**src/rtl/uart_hex_scan_if.sv**
```systemverilog
// Byte-capture and scan-output bundle between the UART display path and the hex scanner.
interface uart_hex_scan_if #(
  parameter int unsigned NUM_DIGITS = 4
);
  logic [7:0]            rx_data;
  logic                  rx_valid;
  logic                  clear;
  logic [3:0]            dec_code;
  logic [NUM_DIGITS-1:0] dig_en;
  logic [7:0]            byte_cnt;

  modport master (
    output rx_data, rx_valid, clear,
    input  dec_code, dig_en, byte_cnt
  );

  modport slave (
    input  rx_data, rx_valid, clear,
    output dec_code, dig_en, byte_cnt
  );
endinterface

```
**src/rtl/uart_hex_scan.sv**
```systemverilog
// Buffers received bytes and time-multiplexes them as hex glyph codes across NUM_DIGITS digits.
// Optional macro SCAN_GHOST_BLANK_EN blanks dig_en for the first 4 cycles of every slot.
module uart_hex_scan #(
  parameter int unsigned SCAN_DIV   = 50000,
  parameter int unsigned NUM_DIGITS = 4
) (
  input logic            clk,
  input logic            rst,
  uart_hex_scan_if.slave bus
);

  localparam int unsigned PW = $clog2(SCAN_DIV);
  localparam int unsigned IW = (NUM_DIGITS > 2) ? $clog2(NUM_DIGITS) : 1;
  localparam int unsigned BW = NUM_DIGITS * 4;

  logic [BW-1:0]         buf_q,   buf_d;
  logic [NUM_DIGITS-1:0] mask_q,  mask_d;
  logic [PW-1:0]         presc_q, presc_d;
  logic [IW-1:0]         idx_q,   idx_d;
  logic [7:0]            cnt_q,   cnt_d;
  logic [3:0]            code_q,  code_d;
  logic [NUM_DIGITS-1:0] en_q,    en_d;
  logic [3:0]            nib;

  // Hex nibble to decoder glyph code; digits 0-9 pass straight through.
  function automatic logic [3:0] glyph(input logic [3:0] n);
    case (n)
      4'hA:    glyph = 4'hB;
      4'hB:    glyph = 4'hD;
      4'hC:    glyph = 4'hA;
      4'hD:    glyph = 4'hF;
      4'hE:    glyph = 4'hE;
      4'hF:    glyph = 4'hC;
      default: glyph = n;
    endcase
  endfunction

  always_ff @(posedge clk or posedge rst) begin
    if (rst) begin
      buf_q   <= '0;
      mask_q  <= '0;
      presc_q <= '0;
      idx_q   <= '0;
      cnt_q   <= '0;
      code_q  <= '0;
      en_q    <= '0;
    end else begin
      buf_q   <= buf_d;
      mask_q  <= mask_d;
      presc_q <= presc_d;
      idx_q   <= idx_d;
      cnt_q   <= cnt_d;
      code_q  <= code_d;
      en_q    <= en_d;
    end
  end

  always_comb begin
    buf_d   = buf_q;
    mask_d  = mask_q;
    cnt_d   = cnt_q;
    presc_d = presc_q + PW'(1);
    idx_d   = idx_q;
    nib     = 4'(buf_q >> {idx_q, 2'b00});
    code_d  = glyph(nib);
    en_d    = '0;

    if (presc_q == PW'(SCAN_DIV - 1)) begin
      presc_d = '0;
      idx_d   = (idx_q == IW'(NUM_DIGITS - 1)) ? '0 : idx_q + IW'(1);
    end

    // Clear beats a same-cycle byte; each rx_valid cycle shifts in one byte.
    if (bus.clear) begin
      buf_d  = '0;
      mask_d = '0;
      cnt_d  = '0;
    end else if (bus.rx_valid) begin
      buf_d  = (buf_q << 8) | BW'(bus.rx_data);
      mask_d = (mask_q << 2) | NUM_DIGITS'(2'b11);
      if (cnt_q != 8'hFF) cnt_d = cnt_q + 8'd1;
    end

    if (mask_q[idx_q]) en_d = NUM_DIGITS'(1) << idx_q;
`ifdef SCAN_GHOST_BLANK_EN
    if (presc_q < PW'(4)) en_d = '0;
`else
`endif
  end

  assign bus.dec_code = code_q;
  assign bus.dig_en   = en_q;
  assign bus.byte_cnt = cnt_q;

endmodule

```
**src/flat_wrapper.sv**
```systemverilog
// flat-port wrapper written by rule: the top's interface ports become plain ports
module uart_hex_scan_flat 
#(
  parameter int unsigned SCAN_DIV   = 50000,
  parameter int unsigned NUM_DIGITS = 4
)
  (clk, rst, bus_rx_data, bus_rx_valid, bus_clear, bus_dec_code, bus_dig_en, bus_byte_cnt);
  uart_hex_scan_if #(.NUM_DIGITS(NUM_DIGITS)) bus_i ();
  input logic clk;
  input logic rst;
  input wire logic [$bits(bus_i.rx_data)-1:0] bus_rx_data;
  input wire logic [$bits(bus_i.rx_valid)-1:0] bus_rx_valid;
  input wire logic [$bits(bus_i.clear)-1:0] bus_clear;
  output wire logic [$bits(bus_i.dec_code)-1:0] bus_dec_code;
  output wire logic [$bits(bus_i.dig_en)-1:0] bus_dig_en;
  output wire logic [$bits(bus_i.byte_cnt)-1:0] bus_byte_cnt;
  assign bus_i.rx_data = bus_rx_data;
  assign bus_i.rx_valid = bus_rx_valid;
  assign bus_i.clear = bus_clear;
  assign bus_dec_code = bus_i.dec_code;
  assign bus_dig_en = bus_i.dig_en;
  assign bus_byte_cnt = bus_i.byte_cnt;
  uart_hex_scan #(.SCAN_DIV(SCAN_DIV), .NUM_DIGITS(NUM_DIGITS)) u_core (.clk(clk), .rst(rst), .bus(bus_i));
endmodule
```
**config.mk**
```make
export PLATFORM = sky130hd
export DESIGN_NAME = uart_hex_scan_flat
export DESIGN_NICKNAME = d
export VERILOG_FILES = /design/src/rtl/uart_hex_scan_if.sv /design/src/rtl/uart_hex_scan.sv /design/src/flat_wrapper.sv
export SDC_FILE = /design/constraint.sdc
export NUM_CORES = 1
export LEC_CHECK = 0
export BUFFER_PORTS_ARGS = -buffer_cell sky130_fd_sc_hd__buf_2
export CORE_UTILIZATION = 55
export CTS_BUF_LIST = sky130_fd_sc_hd__clkbuf_16
export DETAILED_ROUTE_END_ITERATION = 12
export PLACE_DENSITY = 0.76
export REMOVE_ABC_BUFFERS = 1
export SLEW_MARGIN = 0
export SYNTH_ARGS = -nofsm -noshare
export SYNTH_HDL_FRONTEND = slang
export SYNTH_SLANG_ARGS = --single-unit
```
**constraint.sdc**
```tcl
create_clock -name clk -period 2.35 [get_ports clk]
set_clock_uncertainty 0.1 [all_clocks]
set_input_delay 0 -clock clk [delete_from_list [all_inputs] [get_ports clk]]
set_output_delay 0 -clock clk [all_outputs]
set_load 0.01 [all_outputs]
```
### Yosys cells after proc, flatten, opt, wreduce, memory -nomap -nowiden

Cells that the tools add are included.

| word-level totals | value |
|---|---|
| register bits after elaboration | 54 |
| bits in latches | 0 |
| RAM bits | 0 |
| bits in read-only memories | 0 |
| input port bits | 12 |
| memories | 0 |

| cells by class | value |
|---|---|
| $add $sub $neg | 3 |
| multiply operators | 0 |
| divide/modulo/power cells | 0 |
| order comparisons | 1 |
| equal/unequal tests | 9 |
| shift operators | 2 |
| mux-type cells | 13 |
| bitwise operators | 1 |
| reduce and logical (&&, ||, !) cells | 3 |

Operator list:

| kind | number |
|---|---|
| two-way mux 16 bit | 3 |
| equality test 4 bit (second input constant) | 6 |
| two-way mux 8 bit | 3 |
| case mux 4 bit (6 select lines) | 1 |
| adder 16 x 1 -> 16 bit (second input constant) | 1 |
| equality test 16 bit (second input constant) | 1 |
| bitwise OR 16 x 8 -> 16 bit | 1 |
| >> shifter 16 x 4 -> 4 bit | 1 |
| two-way mux 4 bit | 3 |
| adder 8 x 1 -> 8 bit (second input constant) | 1 |
| inequality test 8 bit (second input constant) | 1 |
| nonzero test 2 bit | 2 |
| left shift 1 x 2 -> 4 bit (first input constant) | 1 |
| < comparator 2 x 3 -> 1 bit (second input constant) | 1 |
| adder 2 x 1 -> 2 bit (second input constant) | 1 |
| binary-select mux 1 bit (select 2 bit) | 1 |
| equality test 2 bit (second input constant) | 1 |
| two-way mux 2 bit | 1 |
| AND reduction 2 bit | 1 |
| two-way mux 1 bit | 1 |

### Longest topological paths before layout

Gate-level depths: netlist (run 1).

| logic depth | value |
|---|---|
| depth after elaboration | 4 |
| mapped depth | 6 |

### Least setup slack after synthesis (run 1)

Ideal clock, no wire load.

| path | value |
|---|---|
| path kind | flip-flop to flip-flop |
| start | register u_core.presc_q[7] |
| end | register u_core.presc_q[9] |
| library setup time | 0.124 ns |
| arrival time | 1.526 ns |
| data required time | 2.126 ns |
| setup slack | 0.600 ns |
| stages on the path, launching flop included | 5 |
| buffers on the path | 0 |
| clock period less this slack | 1.750 ns |
| cell sequence | dfrtp_1 > or4b_4 > nor4_4 > nor3b_1 > a211o_1 |

| on the way | value |
|---|---|
| cells in the longest elaborated chain, start to end | 2 |
| elaborated cells on any way between the ends | 3 |

Ends and longest elaborated chain:

| what | RTL line | RTL |
|---|---|---|
| start: declaration | uart_hex_scan.sv:18 | `logic [PW-1:0] presc_q, presc_d;` |
| start signal: assignment | uart_hex_scan.sv:50 | `presc_q <= presc_d;` |
| adder 16 x 1 -> 16 bit / equality test 16 bit (equally long branches) | uart_hex_scan.sv:62, uart_hex_scan.sv:68 |  |
| two-way mux 16 bit * | uart_hex_scan.sv:68 | `if (presc_q == PW'(SCAN_DIV - 1)) begin` |
| via u_core.presc_d[9] | uart_hex_scan.sv:18 |  |

The timed path passes the listed nets; every way through them passes the cells marked *.
A chain may end at the register's enable or synchronous reset.

### Final worst setup path (run 1)

| path | value |
|---|---|
| start | register u_core.presc_q[0] |
| end | register u_core.presc_q[14] |

The elaborated chain is that of the path after synthesis.

==> results.sh, run 1 <==
export IMPL_yosysSeqAreaShare_pct=53.3
export IMPL_cap_viol_max_count=0
export IMPL_whs_endpoint="u_core.bus.byte_cnt[1]$_DFFE_PP0P_"
export IMPL_reg2reg_to="u_core.presc_q[14]$_DFF_PP0_"
export IMPL_routed_wl_mm=4.37
export IMPL_clock_sinks=52
export IMPL_power_density_nw_per_um2=649
export IMPL_path_class="flop to flop"
export IMPL_r2r_setup_slack_ns=0.54
export IMPL_grt_pass1_wl_mm=7.40
export IMPL_cts_setup_buffers=0
export IMPL_final_hold_viol_count=0
export IMPL_clkTransAtPathRegs_ns=0.07
export IMPL_synth_cells=218
export IMPL_num_rows=23
export IMPL_fmax_ghz=0.554
export IMPL_ys_seq_elements=52
export IMPL_cts_buffer_depth=2
export IMPL_fp_dieW_um=68.7
export IMPL_instances_no_fill=309
export IMPL_report_final_slew_viol_count=0
export IMPL_first_iter_violations=91
export IMPL_layout_common_cells="dfrtp_1 (52), nor2_1 (37), buf_2 (27), mux2i_1 (20), nand2_1 (14)"
export IMPL_holdCritStartpoint="bus_clear"
export IMPL_min_period_ns=1.81
export IMPL_diodes=0
export IMPL_gp_congestion=0.762
export IMPL_p_leak_nw=1.42
export IMPL_io_buffer_count=27
export IMPL_die_y_um=68.7
export IMPL_clockRootBuffer="clkbuf_16"
export IMPL_dp_hpwl_mm=2.93
export IMPL_layout_area_overhead_vs_synth_pct=18.8
export IMPL_htreeDepth=2
export IMPL_rsz0062_at_grt="no"
export IMPL_die_area_um2=4710
export IMPL_relSlewSlack_pct=60.1
export IMPL_hold_depth=2
export IMPL_track_usage_pct=21.7
export IMPL_drt_vias_per_instance=5.59
export IMPL_ir_drop_mv=0.395
export IMPL_ant_nets=0
export IMPL_slowest_delay_ns=0.40
export IMPL_netlist_area_um2=2440
export IMPL_cp_data_arrival_time_ns=1.92
export IMPL_start_util_pct=59.0
export IMPL_tritoncts="yes"
export IMPL_drive_above_1_share_pct=19.7
export IMPL_cts_buffers=5
export IMPL_cp_start_kind="flop"
export IMPL_dr_pass1_iters=4
export IMPL_core_area_um2=4140
export IMPL_nFillCells=310
export IMPL_worst_skew_pair_late_latency_ns=0.29
export IMPL_io_pins=28
export IMPL_startpoint="u_core.presc_q[0]$_DFF_PP0_"
export IMPL_cp_slowest_cell="dfrtp_1"
export IMPL_routed_wire_length_per_instance_um=14.1
export IMPL_worst_ep_required_time_ns=2.46
export IMPL_endpoint_kind="flop"
export IMPL_grt_start_max_net_pins=30
export IMPL_ys_types=39
export IMPL_setup_tns_ns=0
export IMPL_drc=0
export IMPL_setup_viol=0
export IMPL_antenna_found_initial=0
export IMPL_tightest_slew_ns=0.598
export IMPL_period_share_pct=76.9
export IMPL_nNetsFinal=276
export IMPL_synth_avg_cell_area_um2=11.2
export IMPL_crit_fanout=5
export IMPL_r2r_start="u_core.presc_q[0]$_DFF_PP0_"
export IMPL_path_cells="ha_1, nand3_2, or2_1, or4_1, a21oi_1"
export IMPL_ys_warn_count=0
export IMPL_hold_class="input pin to flop"
export IMPL_outcome="completed"
export IMPL_grt_overflow=0
export IMPL_vias=1728
export IMPL_final_common_cell="dfrtp_1"
export IMPL_reg2reg_depth=5
export IMPL_place_inst=291
export IMPL_grt_pass1_vias=1681
[per-layer routing]
layer  part of all wire [%]  global-route usage, %
met5                      0                      0
met1                     47                   27.9
met2                     47                   34.3
met3                    3.7                   4.11
met4                    1.8                   12.0
[registers in the layout, summed over array words and instances, names as in the netlist]
signal,flops
u_core.idx_q,2
u_core.bus.dig_en,4
u_core.mask_q,2
u_core.bus.byte_cnt,8
u_core.buf_q,16
u_core.presc_q,16
u_core.bus.dec_code,4
[area by class of cell]
class / count / area [um2] / area share, %
Clock buffer: 5 / 125 / 4.31
Clock inverter: 3 / 47.5 / 1.64
Inverter: 7 / 26.3 / 0.905
Multi-Input combinational cell: 151 / 1070 / 37.0
Sequential cell: 52 / 1300 / 44.8
Tap cell: 50 / 62.6 / 2.16
Timing Repair Buffer: 41 / 265 / 9.14
[cell families (layout without fill, tap and decap cells)]
| family | after synthesis | after routing | synth area share (%) |
|---|---|---|---|
| simple gates | 89 | 89 | 19.3 |
| compound gates | 19 | 19 | 5.07 |
| xor+xnor | 13 | 13 | 4.66 |
| mux | 24 | 24 | 11.9 |
| fa+ha+maj | 6 | 6 | 3.07 |
| buf+inv | 15 | 56 | 2.76 |
| flops | 52 | 52 | 53.3 |
[power by group]
group / internal, W / switching (W) / total, W
registers: 0.000918 / 0.0000169 / 0.000935
clock network: 0.000506 / 0.000322 / 0.000828
logic: 0.0000550 / 0.0000662 / 0.000121
[through the flow]
| stage | hold WS, ns | total power [W] | area [um2] | util, % | setup slack (ns) |
|---|---|---|---|---|---|
| final | 0.0448 | 0.00188 | 2900 | 70.0 | 0.544 |
| after global routing | 0.0707 | 0.00197 | 2900 | 70.0 | 0.422 |
| after CTS | 0.0453 | 0.00191 | 2900 | 70.0 | 0.531 |
| after detailed placement | 0.00496 | 0.00106 | 2630 | 63.5 | 0.563 |
| after global placement | 0.00303 | 0.00106 | 2630 | 63.5 | 0.622 |
| after floorplan | -0.0369 | 0.00101 | 2400 | - | 0.373 |
[how the worst max path moves through the flow]
| stage | endpoint | cells after the start |
|---|---|---|
| after floorplan | u_core.presc_q[9]$_DFF_PP0_ | 4 |
| after global placement | u_core.bus.dec_code[2]$_DFF_PP0_ | 4 |
| after detailed placement | u_core.presc_q[14]$_DFF_PP0_ | 5 |
| after CTS | u_core.presc_q[14]$_DFF_PP0_ | 5 |
| after global routing | u_core.presc_q[14]$_DFF_PP0_ | 5 |
| final | u_core.presc_q[14]$_DFF_PP0_ | 5 |
[synth_stat cells, drive strengths merged]
cell type / n / share of area (%)
or4b: 1 / 0.56
a21o: 1 / 0.31
and2: 1 / 0.26
or4bb: 1 / 0.46
nor2b: 5 / 1.3
ha: 6 / 3.1
o311ai: 1 / 0.36
and3: 2 / 0.51
nor3b: 1 / 0.31
xnor2: 6 / 2.2
nor4: 2 / 1.1
o21ai: 5 / 1.0
xor2: 7 / 2.5
o31ai: 4 / 1.4
and4: 2 / 0.72
nand4bb: 1 / 0.46
mux2i: 20 / 8.2
or4: 3 / 1.1
a211o: 1 / 0.36
dfrtp: 52 / 53
nor2: 37 / 5.7
inv: 7 / 1.1
nand4: 5 / 1.5
clkbuf: 4 / 0.61
nor3: 6 / 1.2
buf: 4 / 1.1
or2: 2 / 0.51
mux4: 4 / 3.7
nand2: 14 / 2.2
nand3: 6 / 1.4
a21oi: 7 / 1.6
[repair_timing]
| item | in CTS | in global routing |
|---|---|---|
| setup endpoints to repair | 0 | 0 |
| hold buffers | 10 | 0 |
| gates resized for setup | 0 | 0 |
| hold endpoints to repair | 36 | 0 |
[worst max-delay path: cells and delay by family, from the launching register on]
family                     cells  cell delay, ns
DFF                            1            0.40
AOI/OAI and AO/OA              1            0.16
and+or+nand+nor                3            0.87
adders and majority gates      1            0.21
Power figures use the tool's default switching activity.
==> run 2: changes to the inputs <==
- clock period: 2.35 -> 1.7 ns (I/O delays scaled with it)
==> run 2 against run 1 <==
  * The run now ends with setup timing left
  * Die area stayed put
  * Register-to-register slack worse by 0.61 ns
  * Cell count grew 6.1%
  * Largest cell class unchanged
  * Critical endpoint is now u_core.presc_q[9]$_DFF_PP0_
==> results.sh, run 2 (synthesized netlist as in run 1, its figures left out) <==
export IMPL_outcome="finished, violations left"
export IMPL_violations="setup timing"
export IMPL_io_buffer_count=27
export IMPL_path_delay_family="simple AND/OR/NAND/NOR gates"
export IMPL_power_density_nw_per_um2=787
export IMPL_dr_pass1_iters=4
export IMPL_track_usage_pct=24.0
export IMPL_drive_above_1_share_pct=25.5
export IMPL_worstPathBufferInverterCount=0
export IMPL_cp_slowest_cell="or4b_4"
export IMPL_layout_common_cells="dfrtp_1 (51), nor2_1 (37), buf_2 (27), buf_4 (22), mux2i_1 (20)"
export IMPL_stdcell_area_um2=3050
export IMPL_grt_start_max_net_pins=53
export IMPL_fmax_ghz=0.567
export IMPL_setup_ws_ns=-0.0624
export IMPL_num_rows=23
export IMPL_gp_congestion=0.825
export IMPL_crit_fanout=3
export IMPL_die_y_um=68.7
export IMPL_hold_depth=3
export IMPL_diodes=0
export IMPL_cap_viol_max_count=0
export IMPL_worst_skew_pair_late_latency_ns=0.29
export IMPL_nNetsFinal=295
export IMPL_vias=1811
export IMPL_htreeDepth=2
export IMPL_antenna_found_initial=0
export IMPL_dpl_cell_area_um2=2760
export IMPL_tightest_slew_ns=0.495
export IMPL_path_cells="or4b_4, nor4_4, nor3b_1, a211o_1"
export IMPL_cts_buffer_depth=2
export IMPL_whs_ns=0.0283
export IMPL_first_iter_violations=83
export IMPL_slowest_delay_ns=0.55
export IMPL_final_common_cell="dfrtp_1"
export IMPL_grt_pass1_vias=1767
export IMPL_worst_ep_required_time_ns=1.77
export IMPL_relSlewSlack_pct=67.0
export IMPL_layout_area_overhead_vs_synth_pct=24.7
export IMPL_ir_drop_mv=0.613
export IMPL_min_period_ns=1.76
export IMPL_grt_pass1_wl_mm=8.05
export IMPL_routed_wire_length_per_instance_um=14.9
export IMPL_p_leak_nw=1.51
export IMPL_reg2reg_depth=4
export IMPL_fp_dieW_um=68.7
export IMPL_tritoncts="yes"
export IMPL_endpoint_kind="flop"
export IMPL_clkTransAtPathRegs_ns=0.06
export IMPL_dp_hpwl_mm=3.27
export IMPL_drt_vias_per_instance=5.52
export IMPL_clock_sinks=52
export IMPL_final_hold_viol_count=0
export IMPL_io_pins=28
export IMPL_cp_depth=4
export IMPL_cp_data_arrival_time_ns=1.83
export IMPL_rsz0062_at_grt="yes"
export IMPL_grt_overflow=0
export IMPL_path_class="flop to flop"
export IMPL_clockRootBuffer="clkbuf_16"
export IMPL_routed_wl_mm=4.89
export IMPL_setup_viol=3
export IMPL_post_route_util_pct=73.5
export IMPL_cts_buffers=5
export IMPL_period_share_pct=104
export IMPL_start_util_pct=59.0
export IMPL_ant_nets=0
export IMPL_core_area_um2=4140
export IMPL_hold_class="input pin to flop"
export IMPL_setup_tns_ns=-0.0708
export IMPL_die_area_um2=4710
export IMPL_cp_start_kind="flop"
export IMPL_report_final_slew_viol_count=0
export IMPL_drc=0
export IMPL_dp_slack_ns=-0.0358
==> run 2: cell type report <==
class                           count  area, um2
Clock inverter                      3       11.3
Fill cell                         301       1100
Multi-Input combinational cell    151       1100
Inverter                            7       26.3
Timing Repair Buffer               60        422
Tap cell                           50       62.6
Sequential cell                    52       1300
Clock buffer                        5        125
==> run 2: what timing repair did <==
| action | 4_1_cts | 5_1_grt |
|---|---|---|
| endpoints found under the hold margin | 60 | 0 |
| pin swaps | 0 | 2 |
| setup endpoints to repair | 6 | 14 |
| buffers inserted | 2 | 3 |
| gates resized for setup | 1 | 5 |
| hold buffers | 9 | 0 |
==> run 2: tightest hold or removal path: cells and delay by family <==
| kind | cells | cell delay [ns] |
|---|---|---|
| compound gates | 1 | 0.16 |
| simple gates | 1 | 0.05 |
| buf+inv | 1 | 0.17 |
==> run 2: metal layers <==
metal | global-route usage [%] | routed length [um] | vias to the layer above
met5 | 0 | 0 | -
met4 | 12.8 | 164 | 0
met3 | 6.25 | 150 | 15
met2 | 39.0 | 2410 | 47
met1 | 29.2 | 2160 | 875
li1 | - | - | 874
==> run 2: worst paths after layout <==
path                                               from                                 end  slack, ns
min                                        bus_rx_valid  u_core.bus.byte_cnt[2]$_DFFE_PP0P_       0.03
min in group asynchronous                           rst        u_core.buf_q[11]$_DFFE_PP0P_       0.21
max                         u_core.presc_q[7]$_DFF_PP0_         u_core.presc_q[9]$_DFF_PP0_      -0.06
min reg2reg                u_core.buf_q[13]$_DFFE_PP0P_        u_core.buf_q[13]$_DFFE_PP0P_       0.42
max reg2reg                 u_core.presc_q[7]$_DFF_PP0_         u_core.presc_q[9]$_DFF_PP0_      -0.06
max in group asynchronous                           rst         u_core.presc_q[1]$_DFF_PP0_       1.06
==> run 2: metrics by stage <==
stage               cells  total power, W
floorplan             210         0.00140
CTS                   325         0.00243
global placement      306         0.00147
detailed placement    306         0.00147
global route          328         0.00251
finish                328         0.00240
==> run 2: power by group <==
part           switching (W)  leakage (nW)  internal (W)
clock               0.000398        0.0738      0.000530
sequential         0.0000206         0.695       0.00127
combinational      0.0000969         0.739     0.0000810
total               0.000516          1.51       0.00188
